<file path="config.mk">
export PLATFORM = sky130hd
export DESIGN_NAME = uart_tx_arbiter
export DESIGN_NICKNAME = d
export VERILOG_FILES = /design/src/rtl/uart_arb_pkg.sv /design/src/rtl/uart_tx_arbiter_rr_pick.sv /design/src/rtl/uart_tx_arbiter.sv
export SDC_FILE = /design/constraint.sdc
export NUM_CORES = 1
export LEC_CHECK = 0
export BUFFER_PORTS_ARGS = -buffer_cell sky130_fd_sc_hd__buf_2
export CAP_MARGIN = 0
export CORE_MARGIN = 2
export CORE_UTILIZATION = 45
export DETAILED_ROUTE_END_ITERATION = 12
export PLACE_DENSITY = 0.82
export SLEW_MARGIN = 20
export SYNTH_ARGS = -nofsm -noshare
export SYNTH_HDL_FRONTEND = slang
export SYNTH_HIERARCHICAL = 1
export SYNTH_SLANG_ARGS = --single-unit
</file>
<file path="constraint.sdc">
create_clock -name clk -period 2.5 [get_ports clk]
set_input_delay 0.375 -clock clk [delete_from_list [all_inputs] [get_ports clk]]
set_output_delay 0.375 -clock clk [all_outputs]
set_load 0.005 [all_outputs]
</file>
<file path="src/rtl/uart_arb_pkg.sv">
// Shared types and defaults for the UART TX frame arbiter.
package uart_arb_pkg;

    typedef enum logic [1:0] {
        ST_IDLE = 2'd0,
        ST_SEND = 2'd1,
        ST_CSUM = 2'd2,
        ST_GAP  = 2'd3
    } arb_state_t;

    localparam int DEF_NUM_REQ    = 3;
    localparam int DEF_LEN_W      = 4;
    localparam int DEF_GAP_CYCLES = 2;

    localparam logic [7:0] CSUM_SEED = 8'h00;

endpackage

</file>
<file path="src/rtl/uart_tx_arbiter_rr_pick.sv">
// Combinational round-robin picker: first asserted request at or after rr_ptr, wrapping.
module rr_pick #(
    parameter int N  = 3,
    parameter int PW = (N > 1) ? $clog2(N) : 1
) (
    input  logic [N-1:0]  req,
    input  logic [PW-1:0] rr_ptr,
    output logic          valid,
    output logic [PW-1:0] winner
);

    int idx;

    // Walk offsets from far to near so the nearest requester overwrites the rest.
    always_comb begin
        valid  = 1'b0;
        winner = '0;
        idx    = 0;
        for (int k = N - 1; k >= 0; k--) begin
            idx = (int'(rr_ptr) + k) % N;
            if (req[idx]) begin
                valid  = 1'b1;
                winner = PW'(idx);
            end
        end
    end

endmodule

</file>
<file path="src/rtl/uart_tx_arbiter.sv">
// Frame-atomic round-robin arbiter in front of the UART TX FIFO write port.
// Optional trailing XOR checksum byte: define UART_ARB_CHECKSUM_EN.
module uart_tx_arbiter
    import uart_arb_pkg::*;
#(
    parameter int NUM_REQ    = DEF_NUM_REQ,
    parameter int LEN_W      = DEF_LEN_W,
    parameter int GAP_CYCLES = DEF_GAP_CYCLES
) (
    input  logic                             clk,
    input  logic                             rst,
    input  logic [NUM_REQ-1:0]               req,
    input  logic [NUM_REQ-1:0][LEN_W-1:0]    req_len,
    input  logic [NUM_REQ-1:0][7:0]          req_data,
    output logic [NUM_REQ-1:0]               req_ack,
    output logic [NUM_REQ-1:0]               req_done,
    input  logic                             tx_full,
    output logic                             wr_uart,
    output logic [7:0]                       w_data,
    output logic                             busy,
    output logic [$clog2(NUM_REQ)-1:0]       grant_id
);

    localparam int IW = $clog2(NUM_REQ);
    localparam int GW = (GAP_CYCLES > 1) ? $clog2(GAP_CYCLES) : 1;

    arb_state_t        state_q, state_d;
    logic [IW-1:0]     rr_ptr_q, rr_ptr_d;
    logic [IW-1:0]     grant_q, grant_d;
    logic [LEN_W-1:0]  len_q, len_d;
    logic [GW-1:0]     gap_q, gap_d;
`ifdef UART_ARB_CHECKSUM_EN
    logic [7:0]        csum_q, csum_d;
`endif

    logic              pick_valid;
    logic [IW-1:0]     pick_winner;
    logic              frame_end;

    rr_pick #(.N(NUM_REQ), .PW(IW)) u_pick (
        .req    (req),
        .rr_ptr (rr_ptr_q),
        .valid  (pick_valid),
        .winner (pick_winner)
    );

    always_ff @(posedge clk) begin
        if (rst) begin
            state_q  <= ST_IDLE;
            rr_ptr_q <= '0;
            grant_q  <= '0;
            len_q    <= '0;
            gap_q    <= '0;
`ifdef UART_ARB_CHECKSUM_EN
            csum_q   <= CSUM_SEED;
`endif
        end else begin
            state_q  <= state_d;
            rr_ptr_q <= rr_ptr_d;
            grant_q  <= grant_d;
            len_q    <= len_d;
            gap_q    <= gap_d;
`ifdef UART_ARB_CHECKSUM_EN
            csum_q   <= csum_d;
`endif
        end
    end

    always_comb begin
        state_d   = state_q;
        rr_ptr_d  = rr_ptr_q;
        grant_d   = grant_q;
        len_d     = len_q;
        gap_d     = gap_q;
`ifdef UART_ARB_CHECKSUM_EN
        csum_d    = csum_q;
`endif
        frame_end = 1'b0;
        wr_uart   = 1'b0;
        w_data    = 8'h00;
        req_ack   = '0;
        req_done  = '0;

        case (state_q)
            ST_IDLE: begin
                if (pick_valid) begin
                    grant_d  = pick_winner;
                    len_d    = req_len[pick_winner];
                    rr_ptr_d = (pick_winner == IW'(NUM_REQ - 1)) ? '0 : pick_winner + IW'(1);
`ifdef UART_ARB_CHECKSUM_EN
                    csum_d   = CSUM_SEED;
`endif
                    state_d  = ST_SEND;
                end
            end
            ST_SEND: begin
                w_data = req_data[grant_q];
                if (len_q == '0) begin
                    // Empty frame: nothing to write and no checksum either.
                    req_done[grant_q] = 1'b1;
                    frame_end         = 1'b1;
                end else if (!tx_full) begin
                    wr_uart          = 1'b1;
                    req_ack[grant_q] = 1'b1;
                    len_d            = len_q - LEN_W'(1);
`ifdef UART_ARB_CHECKSUM_EN
                    csum_d           = csum_q ^ req_data[grant_q];
                    if (len_q == LEN_W'(1))
                        state_d = ST_CSUM;
`else
                    if (len_q == LEN_W'(1)) begin
                        req_done[grant_q] = 1'b1;
                        frame_end         = 1'b1;
                    end
`endif
                end
            end
`ifdef UART_ARB_CHECKSUM_EN
            ST_CSUM: begin
                w_data = csum_q;
                if (!tx_full) begin
                    wr_uart           = 1'b1;
                    req_done[grant_q] = 1'b1;
                    frame_end         = 1'b1;
                end
            end
`endif
            ST_GAP: begin
                if (gap_q == GW'(GAP_CYCLES - 1)) begin
                    gap_d   = '0;
                    state_d = ST_IDLE;
                end else begin
                    gap_d = gap_q + GW'(1);
                end
            end
            default: state_d = ST_IDLE;
        endcase

        if (frame_end) begin
            gap_d = '0;
            if (GAP_CYCLES == 0)
                state_d = ST_IDLE;
            else
                state_d = ST_GAP;
        end
    end

    assign busy     = (state_q != ST_IDLE);
    assign grant_id = grant_q;

endmodule

</file>
== Word-level counts from Yosys, hierarchy flattened ==
Index checks and enable logic that the tools add are counted.

* Register bits: 11
* ROM bits: 0
* Memory bits (writable): 0
* Bits of input ports: 42
* Memories: 0
* Output and inout bits: 18
* Bits in latches: 0

* Order comparisons: 6
* Add/subtract/negate cells: 5
* Reductions and logical operators: 9
* Multiplexer cells: 46
* Divide/modulo/power cells: 3
* $mul: 0
* Eq/ne operators: 10
* Bitwise gates (word level): 0
* Shift operators: 0

{| class="wikitable"
|+ Operators by type and width
! kind !! count
|-
| 32-bit by 4-bit < comparator with 1-bit output (second input constant) || 3
|-
| 32-bit by 3-bit remainder unit with 32-bit output (second input constant) || 2
|-
| 3-bit by 3-bit remainder unit with 32-bit output (second input constant) || 1
|-
| 3-bit 2-to-1 mux || 7
|-
| 1-bit 2-to-1 mux || 18
|-
| 8-bit binary-select mux with 2-bit select || 1
|-
| 4-bit 2-to-1 mux || 4
|-
| 8-bit 2-to-1 mux || 2
|-
| 2-bit 2-to-1 mux || 7
|-
| 4-bit binary-select mux with 2-bit select || 1
|-
| 2-bit inequality test (second input constant) || 4
|-
| 4-bit one-hot mux with 2 select lines || 1
|-
| 1-bit binary-select mux with 2-bit select || 3
|-
| 2-bit by 3-bit < comparator with 1-bit output (second input constant) || 2
|-
| 3-bit inequality test (second input constant) || 2
|-
| 2-bit one-hot mux with 3 select lines || 1
|-
| 2-bit equality test (second input constant) || 2
|-
| 4-bit by 1-bit equality test with 1-bit output (second input constant) || 1
|-
| 4-bit logical NOT || 1
|-
| 4-bit AND reduction || 1
|-
| 2-bit nonzero test || 2
|-
| 4-bit by 1-bit subtractor with 4-bit output (second input constant) || 1
|-
| 2-bit by 1-bit adder with 3-bit output (second input constant) || 1
|-
| 2-bit by 2-bit adder with 3-bit output (second input constant) || 1
|-
| 10 further kinds || 10
|}

== Longest topological paths before layout ==
* Depth after elaboration: 12
* Mapped depth: 11
* Depth with buffers taken out: 9

== Hierarchy ==
The synthesis kept the hierarchy.

{| class="wikitable"
|+ Modules (own cells, without submodules)
! module !! area an instance (µm²) !! cells an instance !! times used
|-
| uart_tx_arbiter || 925.9 || 128 || 1
|-
| rr_pick || 191.4 || 27 || 1
|}

== Least setup slack after synthesis ==
No wires, ideal clock.

* Kind: register -> register
* Start point: reg rr_ptr_q[1]
* End point: reg len_q[0]
* Cell stages (with the launch flop): 12
* Buffers on the path: 2
* Path slack: 295 ps
* Required time: 2426 ps
* Library setup time: 74 ps
* Arrival time: 2131 ps
* Cells stage by stage: dfxtp_1 -> inv_1 -> ha_1 -> buf_6 -> mux2i_1 -> o221ai_1 -> o311ai_0 -> buf_2 -> nor2b_1 -> a2bb2oi_1 -> or3_1 -> a31oi_1

* Longest elaborated chain between the ends: 12

{| class="wikitable"
|+ Ends and longest elaborated chain
! element !! line !! text
|-
| from (decl) || uart_tx_arbiter.sv:28 || <nowiki>logic [IW-1:0] rr_ptr_q, rr_ptr_d;</nowiki>
|-
| from (signal assigned) || uart_tx_arbiter.sv:59 || <nowiki>rr_ptr_q <= rr_ptr_d;</nowiki>
|-
| 2-bit by 2-bit adder with 3-bit output || uart_tx_arbiter_rr_pick.sv:20 || <nowiki>idx = (int'(rr_ptr) + k) % N;</nowiki>
|-
| 32-bit by 3-bit remainder unit with 32-bit output || uart_tx_arbiter_rr_pick.sv:20 ||
|-
| 1-bit binary-select mux with 2-bit select || uart_tx_arbiter_rr_pick.sv:21 || <nowiki>if (req[idx]) begin</nowiki>
|-
| 1-bit 2-to-1 mux (implied by the code) (2 in series) || uart_tx_arbiter_rr_pick.sv:21 ||
|-
| 2-bit 2-to-1 mux (2 in series) || uart_tx_arbiter_rr_pick.sv:21 ||
|-
| 2-bit 2-to-1 mux * || uart_tx_arbiter_rr_pick.sv:21 ||
|-
| net pick_winner[0] || uart_tx_arbiter.sv:37 || <nowiki>logic [IW-1:0] pick_winner;</nowiki>
|-
| 4-bit binary-select mux with 2-bit select * || uart_tx_arbiter.sv:88 || <nowiki>len_d = req_len[pick_winner];</nowiki>
|-
| 4-bit 2-to-1 mux (implied by the code) * || uart_tx_arbiter.sv:88 ||
|-
| 4-bit 2-to-1 mux * || uart_tx_arbiter.sv:86 || <nowiki>if (pick_valid) begin</nowiki>
|-
| 4-bit one-hot mux with 2 select lines * || uart_tx_arbiter.sv:84 || <nowiki>case (state_q)</nowiki>
|-
| to (signal assigned) || uart_tx_arbiter.sv:61 || <nowiki>len_q <= len_d;</nowiki>
|-
| to (decl) || uart_tx_arbiter.sv:30 || <nowiki>logic [LEN_W-1:0] len_q, len_d;</nowiki>
|}

The timed path passes the listed nets; every way through them passes the cells marked *. The select of a mux whose other input is x is not followed.
A chain may end at the register's enable or synchronous reset.

== Worst setup path in the final report ==
Ends and elaborated chain as after synthesis.

==> results.py <==
metrics = {
    "outcome": {
        "status": "complete, no violations",
    },
    "floorplanning": {
        "dieArea_sq_mm": 0.00290,
        "core_sq_mm": 0.00241,
        "initial_core_util_pct": 46.4,
        "dieHeight_um": 53.8,
        "die_w_um": 53.8,
        "io_pins": 60,
        "rows": 18,
    },
    "pwr": {
        "power.total_w": 0.00138,
        "p_comb_share_pct": 68.9,
        "cellInternalPower_w": 0.000749,
        "p_sw_w": 0.000627,
        "ir_drop_mv": 0.554,
        "seqPwrFrac_pct": 21.9,
        "leakage_nw": 0.694,
        "sw_frac_of_total_pct": 45.6,
        "power_frac_clock_pct": 9.2,
        "power.density_mw_per_mm2": 942,
    },
    "placed_design": {
        "gp_congestion": 0.876,
        "io_buffer_count": 59,
        "place_hpwl_mm": 2.21,
    },
    "routing": {
        "wl_per_cell_um": 11.5,
        "num_vias": 1277,
        "wl_mm": 2.80,
        "final_antenna_net_count": 0,
        "drtIter0Drc": 24,
        "vias_per_cell": 5.26,
        "route.detailed.drc": 0,
        "drt_first_pass_iters": 4,
    },
    "min_path": {
        "hp-class": "primary input to flip-flop",
    },
    "clock_tree": {
        "clock-root-buffer": "clkbuf_4",
        "cts_tree": "yes",
        "clk_latency_ps": 280,
        "h-tree-depth": 1,
        "cts_buffers": 3,
        "cts-hold-fix-buffers": 0,
        "post_cts_resized": 0,
        "post_cts_buffers": 0,
        "clkSlewWorstSetupHoldPaths_ps": 70,
        "cts_sinks": 11,
        "clk_path_buf_depth": 2,
    },
    "timing": {
        "drv_slew": 0,
        "post-route-period-util_pct": 91.2,
        "worst_pin_slew_ps": 632,
        "fmax_mhz": 439,
        "grt_setup_unrepaired": "false",
        "slew_headroom_pct": 57.8,
        "finalCriticalPeriod_ps": 2280,
        "setup_viol": 0,
        "tns_ps": 0,
        "hold_viol": 0,
        "clock_skew_ps": 5.66,
    },
    "global_route": {
        "grt_util_met2_pct": 37.6,
        "overflow": 0,
        "grt_pass1_wl_mm": 4.35,
        "met3_usage_pct": 1.39,
        "top_usage_layer": "met2",
        "antenna_found_initial": 0,
        "grt_pass1_vias": 1096,
        "track_usage_pct": 20.5,
        "grtUsageMet1_pct": 23.4,
        "grt_max_degree": 18,
    },
    "logic_synthesis": {
        "synth.area.mux_share_pct": 15.2,
        "synthAdderAreaFrac_pct": 5.60,
        "yosys_warnings": 6,
        "yosys.area_share.simple_pct": 30.7,
        "ys_seq_elements": 11,
        "synth_top_family_by_area": "simple AND/OR/NAND/NOR gates",
        "synth.area.top_cells": "dfxtp_1 (20%), mux2i_1 (15%), nor2_1 (10%)",
        "synth_cells": 155,
        "yosys-top-cells-count": "nor2_1 (30), mux2i_1 (17), a21oi_1 (13), dfxtp_1 (11)",
        "synth-xor-area-share_pct": 0.784,
        "synth.distinct_cells": 37,
        "synth_top_area_share_pct": 19.7,
        "yosysTopAreaCell": "dfxtp_1",
        "synth-compound-area-share_pct": 20.6,
        "synth_nets": 202,
        "avgSynthCellArea_sq_um": 7.21,
        "synth_flop_cell": "dfxtp_1",
        "ys_seq_area_share_pct": 19.7,
        "synthesis.area_sq_mm": 0.00112,
        "synth_edf_count": 0,
        "synth_most_common_cell": "nor2_1",
        "synthArstFlopShare_pct": 0,
    },
    "worst_setup_path": {
        "slowest_delay_ps": 370,
        "critPathMaxFanout": 10,
        "crit_slowest_cell": "o311ai_1",
        "crit_type": "flip-flop to flip-flop",
        "cp-start-kind": "flip-flop",
        "crit_path_end_kind": "flip-flop",
        "crit_chain": "inv_1, ha_2, mux2i_1, o221ai_1, o311ai_1, nor2b_1, a2bb2oi_1, or3_1, a31oi_1",
        "reg2reg_slack_ps": 220,
        "cp.arrival_ps": 2490,
        "required_ps": 2710,
    },
    "layout": {
        "fin_nets": 261,
        "area_growth_pct": 30.7,
        "insertedDiodeCount": 0,
        "drive_above_1_share_pct": 32.9,
    },
    "run": {
        "timing.max_cap.violations": 0,
    },
}
[per-layer routing]
metal  part of all wire [%]  wire length, um
met4                    2.2               61
met3                    6.4              180
met1                     44             1240
met2                     47             1320
met5                      0                0
[final timing paths]
| kind | from | end | cells past startpoint |
|---|---|---|---|
| worst max register to register | rr_ptr_q[1] | len_q[0] | 9 |
| worst min register to register | len_q[1] | len_q[1] | 2 |
| worst min-delay path | rst | grant_id[1] | 2 |
| worst max-delay path | rr_ptr_q[1] | len_q[0] | 9 |
[registers in the layout, indices dropped and copies added (netlist names)]
| name | count |
|---|---|
| len_q | 4 |
| gap_q | 1 |
| rr_ptr_q | 2 |
| grant_id | 2 |
| state_q | 2 |
[through the flow]
step	area (sq um)	util [%]	worst slack [ps]	hold WS, ps	std cells
2_1_floorplan	1120	-	295	467	155
3_3_place_gp	1430	59.4	270	490	239
3_5_place_dp	1430	59.4	72.8	501	239
4_1_cts	1460	60.5	54.2	401	243
5_1_grt	1460	60.6	38.4	421	243
6_report	1460	60.6	220	405	243
[cell families (layout without fill, tap and decap cells)]
| kind of cell | after synthesis | in the layout |
|---|---|---|
| xor gates and xnor gates | 1 | 1 |
| AOI/OAI and AO/OA | 35 | 35 |
| adders and majority gates | 5 | 5 |
| muxes | 17 | 17 |
| and+or+nand+nor | 69 | 69 |
| DFF | 11 | 11 |
| buffers and inverters | 17 | 75 |
[area by class of cell]
type,count,area (sq um)
Inverter,7,26.3
Tap cell,30,37.5
Fill cell,219,950
Multi-Input combinational cell,127,817
Clock buffer,4,26.3
Sequential cell,11,220
Timing Repair Buffer,64,333
[power by group through the flow]
stage / registers (W) / clock network (W) / logic, W
after global placement: 0.000300 / 0 / 0.000922
final: 0.000301 / 0.000126 / 0.000949
after global routing: 0.000312 / 0.000137 / 0.00105
after floorplan: 0.000280 / 0 / 0.000708
after detailed placement: 0.000304 / 0 / 0.000926
after CTS: 0.000301 / 0.000130 / 0.000941
[critical path, delay by kind of cell, from the launching register on]
kind / cells / cell delay, ps
muxes: 1 / 210
adders and majority gates: 1 / 280
buffers and inverters: 1 / 70
DFF: 1 / 340
AOI/OAI and AO/OA: 4 / 780
and+or+nand+nor: 2 / 550
[placed cells by master, fill, tap and decap left out, drive strengths merged, types with 3 or more instances in the layout]
cell type | netlist | layout
clkbuf | 5 | 4
a21oi | 13 | 13
buf | 5 | 64
o21ai | 10 | 10
nor2b | 8 | 8
inv | 7 | 7
nand2b | 5 | 5
nand3b | 3 | 3
mux2i | 17 | 17
nand2 | 8 | 8
dfxtp | 11 | 11
ha | 5 | 5
o32a | 3 | 3
nor3 | 3 | 3
or3 | 3 | 3
nor2 | 30 | 30
Power figures use the tool's default switching activity.
